`src/rtl/pipeline_ctrl_pkg.sv`:
```
// Shared types and constants for the MIPS pipeline control slice:
// stall-controller FSM states and the opcode map used by hazard/control units.
package pipeline_ctrl_pkg;

    typedef enum logic [1:0] {
        ST_IDLE = 2'd0,
        ST_WAIT = 2'd1,
        ST_ERR  = 2'd2
    } state_t;

    // Wide enough for any legal MEM_TIMEOUT (up to 2^16-1)
    localparam int TO_W = 16;

    localparam logic [5:0] OP_RTYPE = 6'b000000;
    localparam logic [5:0] OP_ADDI  = 6'b001000;
    localparam logic [5:0] OP_BEQ   = 6'b000100;
    localparam logic [5:0] OP_LW    = 6'b100011;
    localparam logic [5:0] OP_SW    = 6'b101011;

endpackage

```
`src/rtl/sat_counter.sv`:
```
// Up-counter with synchronous reset, synchronous clear and optional
// saturation at all-ones (SAT=1) instead of wrapping.
module sat_counter #(
    parameter int W   = 8,
    parameter bit SAT = 1'b1
) (
    input  logic         clk,
    input  logic         rst,
    input  logic         clr,
    input  logic         en,
    output logic [W-1:0] cnt
);

    always_ff @(posedge clk) begin
        if (rst || clr)
            cnt <= '0;
        else if (en && !(SAT && (&cnt)))
            cnt <= cnt + 1'b1;
    end

endmodule

```
`src/rtl/pipeline_stall_controller.sv`:
```
// Stall/flush sequencer for the 5-stage pipeline: merges load-use stalls,
// branch flush and a multi-cycle data-memory handshake into stage controls.
module pipeline_stall_controller
    import pipeline_ctrl_pkg::*;
#(
    parameter int MEM_TIMEOUT = 255,
    parameter int CNT_W       = 32
) (
    input  logic             clk_i,
    input  logic             rst_i,
    input  logic             PC_stall_i,
    input  logic             IFID_stall_i,
    input  logic             IDEX_stall_i,
    input  logic             Branch_i,
    input  logic             MemRead_i,
    input  logic             MemWrite_i,
    input  logic             Mem_ack_i,
    output logic             Mem_req_o,
    output logic             PC_write_o,
    output logic             IFID_write_o,
    output logic             IDEX_write_o,
    output logic             EXMEM_write_o,
    output logic             IFID_flush_o,
    output logic             IDEX_bubble_o,
    output logic             MEMWB_bubble_o,
    output logic             Mem_timeout_o,
    output logic [CNT_W-1:0] Stall_cnt_o
);

    state_t          state, state_nxt;
    logic            mem_op, frozen, to_hit, wait_entry, to_en, stall_en;
    logic [TO_W-1:0] to_cnt;

    assign mem_op = MemRead_i | MemWrite_i;
    assign to_hit = (to_cnt == TO_W'(MEM_TIMEOUT - 1));

    always_ff @(posedge clk_i) begin
        if (rst_i)
            state <= ST_IDLE;
        else
            state <= state_nxt;
    end

    // An ack in WAIT releases the pipeline in the same cycle, so only
    // un-acked cycles are frozen.
    always_comb begin
        state_nxt = state;
        frozen    = 1'b0;
        case (state)
            ST_IDLE: begin
                if (mem_op && !Mem_ack_i) begin
                    state_nxt = ST_WAIT;
                    frozen    = 1'b1;
                end
            end
            ST_WAIT: begin
                if (Mem_ack_i) begin
                    state_nxt = ST_IDLE;
                end else begin
                    frozen = 1'b1;
                    if (to_hit)
                        state_nxt = ST_ERR;
                end
            end
            ST_ERR:  frozen = 1'b1;
            default: state_nxt = ST_IDLE;
        endcase
    end

    always_comb begin
        Mem_req_o      = 1'b0;
        PC_write_o     = 1'b0;
        IFID_write_o   = 1'b0;
        IDEX_write_o   = 1'b0;
        EXMEM_write_o  = 1'b0;
        IFID_flush_o   = 1'b0;
        IDEX_bubble_o  = 1'b0;
        MEMWB_bubble_o = 1'b0;
        if (!rst_i) begin
            Mem_req_o = (state == ST_IDLE) ? mem_op : (state == ST_WAIT);
            if (frozen) begin
                // Retiring instruction must not write back again while MEM holds
                MEMWB_bubble_o = 1'b1;
            end else begin
                PC_write_o    = ~PC_stall_i;
                IFID_write_o  = ~IFID_stall_i;
                IDEX_write_o  = 1'b1;
                IDEX_bubble_o = ~IDEX_stall_i;
                IFID_flush_o  = Branch_i & ~IFID_stall_i;
                EXMEM_write_o = 1'b1;
            end
        end
    end

    assign wait_entry = (state == ST_IDLE) && (state_nxt == ST_WAIT);
    assign to_en      = (state == ST_WAIT) && !Mem_ack_i;
    assign stall_en   = ~PC_write_o;

    sat_counter #(.W(TO_W), .SAT(1'b0)) u_timeout_cnt (
        .clk (clk_i),
        .rst (rst_i),
        .clr (wait_entry),
        .en  (to_en),
        .cnt (to_cnt)
    );

    sat_counter #(.W(CNT_W), .SAT(1'b1)) u_stall_cnt (
        .clk (clk_i),
        .rst (rst_i),
        .clr (1'b0),
        .en  (stall_en),
        .cnt (Stall_cnt_o)
    );

    always_ff @(posedge clk_i) begin
        if (rst_i)
            Mem_timeout_o <= 1'b0;
        else if (state == ST_WAIT && state_nxt == ST_ERR)
            Mem_timeout_o <= 1'b1;
    end

endmodule

```
`config.mk`:
```
export PLATFORM = sky130hd
export DESIGN_NAME = pipeline_stall_controller
export DESIGN_NICKNAME = d
export VERILOG_FILES = /design/src/rtl/pipeline_ctrl_pkg.sv /design/src/rtl/sat_counter.sv /design/src/rtl/pipeline_stall_controller.sv
export SDC_FILE = /design/constraint.sdc
export NUM_CORES = 1
export LEC_CHECK = 0
export ABC_AREA = 1
export ABC_CLOCK_PERIOD_IN_PS = 2700
export CORE_UTILIZATION = 35
export DETAILED_ROUTE_END_ITERATION = 12
export GPL_ROUTABILITY_DRIVEN = 0
export MAX_ROUTING_LAYER = met4
export PLACE_DENSITY_LB_ADDON = 0.2
export RECOVER_POWER = 25
export REMOVE_ABC_BUFFERS = 1
export SLEW_MARGIN = 30
export SYNTH_ARGS = -nofsm -noshare
export SYNTH_HDL_FRONTEND = slang
export SYNTH_SLANG_ARGS = --single-unit
```
`constraint.sdc`:
```
create_clock -name clk_i -period 2.7 [get_ports clk_i]
set_input_delay 0.405 -clock clk_i [delete_from_list [all_inputs] [get_ports clk_i]]
set_output_delay 0.405 -clock clk_i [all_outputs]
set_load 0.05 [all_outputs]
```
# Yosys cells after proc, flatten, opt, wreduce, memory -nomap -nowiden
# Cells that the tools add are included.
[word_totals] regBits=51 latch_bits=0 ramBits=0 romBits=0 in_bits=9 out_inout_bits=41 mem_count=0
[classes] add_sub_neg=2 mul=0 n_div=0 order_cmp=0 eq_ne=5 n_shift=0 n_mux=21 n_bitwise=6 n_reduce_logical=10
[op_table] cell="$add A32 B1 Y32 const B" count=1
[op_table] cell="$reduce_and A32 Y1" count=1
[op_table] cell="$add A16 B1 Y16 const B" count=1
[op_table] cell="$eq A16 B8 Y1 const B" count=1
[op_table] cell="$mux W1" count=16
[op_table] cell="$mux W2" count=3
[op_table] cell="$pmux W2 S3" count=1
[op_table] cell="$logic_and A1 B1 Y1" count=5
[op_table] cell="$eq A2 B1 Y1 const B" count=2
[op_table] cell="$eq A2 B2 Y1 const B" count=2
[op_table] cell="$not A1 Y1" count=4
[op_table] cell="$pmux W1 S3" count=1
[op_table] cell="$logic_not A1 Y1" count=2
[op_table] cell="$logic_not A2 Y1" count=1
[op_table] cell="$and A1 B1 Y1" count=1
[op_table] cell="$logic_or A1 B1 Y1" count=1
[op_table] cell="$or A1 B1 Y1" count=1

# Longest topological paths before layout
# Gate-level depths: netlist of run 1.
[depth] ltp_word=8 ltp_mapped=11 mapped_depth_nobuf=10

# Modules after synthesis
# From an unflattened synthesis of run 1, not the netlist that was laid out.
[hier_totals] hier_cells=521 area_unflattened_um2=3115.5
[by_module_without_submodules] module="sat_counter (u_stall_cnt)" instances=1 cells_each=347 area_each_um2=2029.4 seq_area_each_um2=640.6
[by_module_without_submodules] module="sat_counter (u_timeout_cnt)" instances=1 cells_each=117 area_each_um2=792.0 seq_area_each_um2=320.3
[by_module_without_submodules] module="pipeline_stall_controller" instances=1 cells_each=57 area_each_um2=294.0 seq_area_each_um2=60.1

# Least setup slack after synthesis of run 1
# OpenSTA, ideal clock, no wires.
[synth_timing] kind="input port to output port" from="input port Mem_ack_i" to="output port IFID_flush_o" arrival_ns=2.113 required_time_ns=2.295 setup_slack_ns=0.182 path_stages=6 n_path_buf=0 path_cell_list="nor2_1 > nand2_1 > nand2_1 > nor2_1 > nand2_1 > nor3b_1"
[synth_via] elab_chain_cells=6
[synth_lines] item="start, declared" line_no="pipeline_stall_controller.sv:17" text="input logic Mem_ack_i,"
[synth_lines] item="$logic_not A1 Y1" line_no="pipeline_stall_controller.sv:51" text="if (mem_op && !Mem_ack_i) begin"
[synth_lines] item="$logic_and A1 B1 Y1" line_no="pipeline_stall_controller.sv:51"
[synth_lines] item="$mux W1" line_no="pipeline_stall_controller.sv:51"
[synth_lines] item="$pmux W1 S3 *" line_no="pipeline_stall_controller.sv:49" text="case (state)"
[synth_lines] item="$mux W1 *" line_no="pipeline_stall_controller.sv:81" text="if (frozen) begin"
[synth_lines] item="$mux W1 *" line_no="pipeline_stall_controller.sv:79" text="if (!rst_i) begin"
[synth_lines] item="end, declared" line_no="pipeline_stall_controller.sv:23" text="output logic IFID_flush_o,"
# Every way passes the cells marked *; elsewhere a longest branch is shown, timed or not.

# Worst setup path after layout of run 1
# Same ends and word-level chain as after synthesis.

==> impl_metrics.tcl, run 1 <==
set metrics [dict create \
    status "finished, final reports clean" \
    cap_violations 0 \
    stdcell_area_um2 3870 \
    critical_path.endpoint_type "primary output" \
    irDropWorstVdd_uv 279 \
    row_count 34 \
    nNetsFinal 568 \
    n_antenna_cell 0 \
    fp.dieArea_um2 9380 \
    final.period_utilization_pct 89.5 \
    antenna_left 0 \
    totalPowerFinal_mw 1.49 \
    design.portCount 50 \
    synth.avg_cell_area_um2 6.23 \
    synth.distinct_cells 28 \
    cts_inserted_buffers 5 \
    h-tree-depth 2 \
    num_vias 3167 \
    port_buffers 49 \
    first_iter_violations 105 \
    synthCells 506 \
    grt_pass1_vias 3086 \
    synth_seq_area_share_pct 32.4 \
    die-width_um 96.9 \
    hold_violations 0 \
    antenna_found_initial 0 \
    cp_data_arrival_time_ns 2.01 \
    path_clk_slew_ns 0.11 \
    cts.sinks 51 \
    tightest_slew_ns 0.510 \
    floorplan.core_area_um2 8720 \
    finalWorstPathRequiredPeriod_ns 2.42 \
    post_dp_cell_area_um2 3760 \
    layout-drive-gt1-share_pct 9.52 \
    buffer_type_at_the_clock_tree_root "clkbuf_8" \
    finalWirelength_mm 7.91 \
    track_usage_pct 18.7 \
    vias_per_cell 4.76 \
    place_inst 657 \
    floorplan.die.height_um 96.9 \
    clock_skew_ns 0.0107 \
    crit_path_start_kind "input pin" \
    start_util_pct 36.1 \
    slew_viol_final 0 \
    layout.filler_cells 925 \
    ys_warn_count 0 \
    clock_tree_from_tritoncts "yes" \
    dp.final_hpwl_mm 6.19 \
    rsz0062_at_grt "no" \
    timing.critical_path.required_ns 2.30 \
    postLayoutCoreUtil_pct 44.4 \
    grt_pass1_wl_mm 14.2 \
    total_global_routing_overflow 0 \
    p_leak_nw 1.40 \
    max-slew-margin-rel_pct 65.9 \
    post_synthesis_instance_area_um2 3150 \
    number_of_buffers_on_the_longest_clock_path 2 \
    postSynthRegisterBits 51 \
    postCtsSetupBuffers 0 \
    final_setup_vio_count 0 \
    final_cell_count_no_fill 665 \
    setup_total_negative_slack_ns 0 \
    max_clock_freq_mhz 414 \
    drt_drc_violations_left 0 \
    timing_worst_setup_path_type "input pin to primary output" \
    holdBufCountCts 0 \
    grt_start_max_net_pins 27 \
    hold_path_class "flop to flop" \
    area_growth_syn_to_layout_pct 22.9 \
    drt_pre_antenna_iters 4 \
    worst_skew_pair_latency_ns 0.31 \
    power-per-cell-area_nw_per_um2 384 \
    wl_per_cell_um 11.9 \
    worst-path-max-fanout 4 \
    post_cts_resized 0 \
]
-- placed cells by master, fill, tap and decap left out, types with 5 or more instances in the layout --
master / synthesis / final
o21ai_0: 11 / 11
nand2_2: 12 / 11
a21oi_2: 10 / 10
inv_1: 51 / 52
nand3_1: 27 / 27
nor3_1: 7 / 7
xnor2_1: 6 / 6
a21oi_1: 25 / 25
dfxtp_1: 51 / 51
buf_4: 2 / 8
nand4_1: 9 / 9
nand2_1: 168 / 169
clkdlybuf4s50_1: 0 / 35
dlygate4sd3_1: 0 / 6
nor2_1: 84 / 85
xor2_1: 12 / 12
clkbuf_8: 0 / 5
-- synth_stat cells --
cell type	n	area share, %
a21oi_2	10	2.8
o21bai_1	1	0.24
nand3_1	27	4.3
nand2_1	168	20
o21ai_0	11	1.7
nor4_1	2	0.40
nand4_1	9	1.8
inv_1	51	6.1
or2_2	3	0.60
nor2_1	84	10
dfxtp_1	51	32
ha_1	3	1.2
nor3_1	7	1.1
nor3b_1	2	0.48
nor2_8	1	0.64
xor2_1	12	3.3
xnor2_1	6	1.7
buf_8	1	0.48
buf_4	2	0.48
nand2_4	3	1.1
nor2_2	3	0.60
a21oi_1	25	4.0
nand2_2	12	2.4
inv_2	3	0.36
buf_12	1	0.64
clkbuf_1	5	0.60
nor2_4	1	0.36
buf_2	2	0.32
-- final timing paths --
kind / from / slack, ns / cells past startpoint / to
setup reg to reg: u_stall_cnt.cnt[1] / 0.61 / 10 / u_stall_cnt.cnt[10]
hold / removal: Mem_timeout_o / 0.48 / 2 / Mem_timeout_o
hold reg to reg: Mem_timeout_o / 0.48 / 2 / Mem_timeout_o
setup / recovery: Mem_ack_i / 0.28 / 8 / IFID_flush_o
-- critical path, cell delays in order --
cell           delay (ns)
dlygate4sd3_1        0.55
nor2_1               0.06
nand2_1              0.08
nand2_1              0.07
nor2_1               0.18
nand2_1              0.14
nor3b_1              0.35
buf_12               0.19
-- cell type report --
cell class	count	area [um2]	share of cell area, %
clock buffer	5	68.8	1.78
timing repair buffer	54	554	14.3
clock inverter	3	46.3	1.20
sequential	51	1020	26.4
tap	108	135	3.49
multi-input combinational	390	1840	47.6
inverter	54	203	5.24
-- power breakdown --
part	switching (mW)	internal, mW
Combinational	0.106	0.0524
Clock	0.284	0.280
Sequential	0.00759	0.758
Total	0.397	1.09
-- routing by layer --
| metal | vias up | wire (um) | global-route usage, % |
|---|---|---|---|
| met5 | - | 0 | - |
| met1 | 1404 | 3900 | 24.1 |
| li1 | 1677 | - | - |
| met4 | 0 | 92 | 5.28 |
| met2 | 78 | 3550 | 30.4 |
| met3 | 8 | 372 | 2.96 |
-- cells by family (layout without fill, tap and decap cells) --
family | Yosys count | after routing | synth area share [%]
buffers and inverters | 65 | 116 | 8.94
xor gates and xnor gates | 18 | 18 | 5.00
and+or+nand+nor | 322 | 322 | 43.7
AOI/OAI and AO/OA | 47 | 47 | 8.74
adders and majority gates | 3 | 3 | 1.19
DFF | 51 | 51 | 32.4
-- flip-flops by register name, summed over array words and instances (netlist names) --
signal / flops
state: 2
Mem_timeout_o: 1
u_timeout_cnt.cnt: 16
u_stall_cnt.cnt: 32
-- stage by stage --
| stage | worst slack, ns | hold WS [ns] |
|---|---|---|
| 6_report | 0.284 | 0.483 |
| 3_5_place_dp | 0.338 | 0.471 |
| 2_1_floorplan | 0.185 | 0.452 |
| 4_1_cts | 0.342 | 0.487 |
| 5_1_grt | 0.151 | 0.513 |
| 3_3_place_gp | 0.331 | 0.468 |
Note: power is estimated with default switching activity, not from simulation.
==> run 2: changes to the inputs <==
--- a/config.mk
+++ b/config.mk
@@ -7,7 +7,7 @@
 export LEC_CHECK = 0
 export ABC_AREA = 1
 export ABC_CLOCK_PERIOD_IN_PS = 2700
-export CORE_UTILIZATION = 35
+export CORE_UTILIZATION = 40
 export DETAILED_ROUTE_END_ITERATION = 12
 export GPL_ROUTABILITY_DRIVEN = 0
 export MAX_ROUTING_LAYER = met4
==> run 2 against run 1 <==
  * Register-to-register slack improved by 0.04 ns
  * Maximum frequency increased by 2.4%
  * Global-route usage increased by 1.3 points
  * Power decreased by 1.1%
  * Cell area decreased by 0.48%
  * Sequential power about the same
  * First-iteration DRC count increased by 89%
  * Non-clock buffer count decreased by 1
  * Sequential share of layout area increased by 0.13 points
==> impl_metrics.tcl, run 2 (synthesized netlist as in run 1, its figures left out) <==
set metrics [dict create \
    post_dp_cell_area_um2 3750 \
    die-width_um 90.8 \
    cts_inserted_buffers 5 \
    postCtsSetupBuffers 0 \
    nNetsFinal 567 \
    hold_path_class "flop to flop" \
    crit_end "IFID_flush_o" \
    layout_commonest_cell "nand2_1" \
    reg2reg_to "u_stall_cnt.cnt[3]" \
    port_buffers 49 \
    path_clk_slew_ns 0.10 \
    final_cell_count_no_fill 655 \
    cp_data_arrival_time_ns 1.95 \
    area_growth_syn_to_layout_pct 22.3 \
    grt_start_max_net_pins 30 \
    post_cts_resized 0 \
    timing_worst_setup_path_type "input pin to primary output" \
    num_vias 3162 \
    crit_family "simple AND/OR/NAND/NOR gates" \
    layout-drive-gt1-share_pct 9.71 \
    critical_path.most_common_cell "nor2_1" \
    crit_path_start_kind "input pin" \
    n_antenna_cell 0 \
    final_setup_vio_count 0 \
    max-slew-margin-rel_pct 64.9 \
    r2r_cells 10 \
    clock_tree_from_tritoncts "yes" \
    number_of_buffers_on_the_longest_clock_path 2 \
    irDropWorstVdd_uv 256 \
    floorplan.die.height_um 90.8 \
    layout.cells.most_common_list "nand2_1, nor2_1, dfxtp_1, inv_1, clkdlybuf4s50_1" \
    first_iter_violations 198 \
    cts.sinks 51 \
    timing.critical_path.cells "dlygate4sd3_1, nor2_1, nor4_1, nor2_1, nand2_1, nor3b_1, buf_12" \
    dp.final_hpwl_mm 5.82 \
    h-tree-depth 2 \
    timing.critical_path.required_ns 2.30 \
    tightest_slew_ns 0.525 \
    status "finished, final reports clean" \
    timing.rr.start "u_stall_cnt.cnt[0]" \
    layout_top_registers "u_stall_cnt.cnt (32), u_timeout_cnt.cnt (16), state (2)" \
    drt_drc_violations_left 0 \
    worst-path-max-fanout 4 \
    buffer_type_at_the_clock_tree_root "clkbuf_8" \
    p_leak_nw 1.40 \
    fin_hold_ws_ns 0.471 \
    drt_pre_antenna_iters 5 \
    setup_total_negative_slack_ns 0 \
    crit_path_top_delay_cell "dlygate4sd3_1" \
    power-per-cell-area_nw_per_um2 382 \
    rsz0062_at_grt "no" \
    design.portCount 50 \
    max_clock_freq_mhz 424 \
    largest_register_ff_count 32 \
    antenna_found_initial 0 \
    critical_path.endpoint_type "primary output" \
    cap_violations 0 \
    slew_viol_final 0 \
    ff2ff_setup_slack_ns 0.65 \
    stdcell_area_um2 3850 \
    grt_pass1_vias 2791 \
    layout.filler_cells 774 \
    vias_per_cell 4.83 \
    holdBufCountCts 0 \
    worst-path-stages 7 \
    crit_path_max_incr_delay_ns 0.54 \
    total_global_routing_overflow 0 \
    row_count 31 \
    start_util_pct 42.3 \
    hold_violations 0 \
    totalPowerFinal_mw 1.47 \
    floorplan.core_area_um2 7450 \
    worst_skew_pair_latency_ns 0.31 \
    track_usage_pct 20.1 \
    final.period_utilization_pct 87.4 \
    antenna_left 0 \
    place_inst 647 \
    fp.dieArea_um2 8240 \
    grt_pass1_wl_mm 13.2 \
    crit_buf_inv 2 \
    finalWirelength_mm 7.66 \
    wl_per_cell_um 11.7 \
    finalWorstPathRequiredPeriod_ns 2.36 \
    largest_reg_by_ff_count "u_stall_cnt.cnt" \
    clock_skew_ns 0.00607 \
    cp-startpoint "MemRead_i" \
]
-- run 2: final cells by class --
| class | instances | area, um2 | share of cell area [%] |
|---|---|---|---|
| clock inverters | 3 | 43.8 | 1.14 |
| repair buffers | 53 | 547 | 14.2 |
| flip-flops and latches | 51 | 1020 | 26.5 |
| well taps | 99 | 124 | 3.22 |
| inverters | 54 | 203 | 5.26 |
| multi-input cells | 390 | 1850 | 47.9 |
| clock buffers | 5 | 68.8 | 1.79 |
-- run 2: metrics by stage --
step	setup WS, ns	util [%]
after global placement	0.387	50.3
after global routing	0.203	51.7
after floorplan	0.185	-
after detailed placement	0.346	50.3
final	0.340	51.7
after CTS	0.362	51.8
-- run 2: worst min path at each step --
stage,from,end,slack [ns],cells after the start
5_1_grt,Mem_timeout_o,Mem_timeout_o,0.52,2
6_report,Mem_timeout_o,Mem_timeout_o,0.47,2
3_5_place_dp,Mem_timeout_o,Mem_timeout_o,0.46,2
4_1_cts,Mem_timeout_o,Mem_timeout_o,0.48,2
2_1_floorplan,u_timeout_cnt.cnt[13],u_timeout_cnt.cnt[13],0.45,2
3_3_place_gp,Mem_timeout_o,Mem_timeout_o,0.46,2
-- run 2: worst min-delay path: cells and delay by family, from the launching register on --
kind	cells	cell delay, ns
flops	1	0.33
buf+inv	1	0.05
compound gates	1	0.05
-- run 2: report_power, final --
group | internal [mW] | switching [mW] | total [mW]
clock network | 0.277 | 0.273 | 0.550
logic | 0.0517 | 0.104 | 0.155
registers | 0.758 | 0.00756 | 0.766
total | 1.09 | 0.385 | 1.47
-- run 2: per-layer routing --
metal | GRT usage [%] | wire, um | up-vias
li1 | - | - | 1674
met1 | 28.9 | 4040 | 1390
met2 | 29.3 | 3110 | 91
met3 | 2.95 | 436 | 7
met4 | 4.84 | 75 | 0
met5 | - | 0 | -
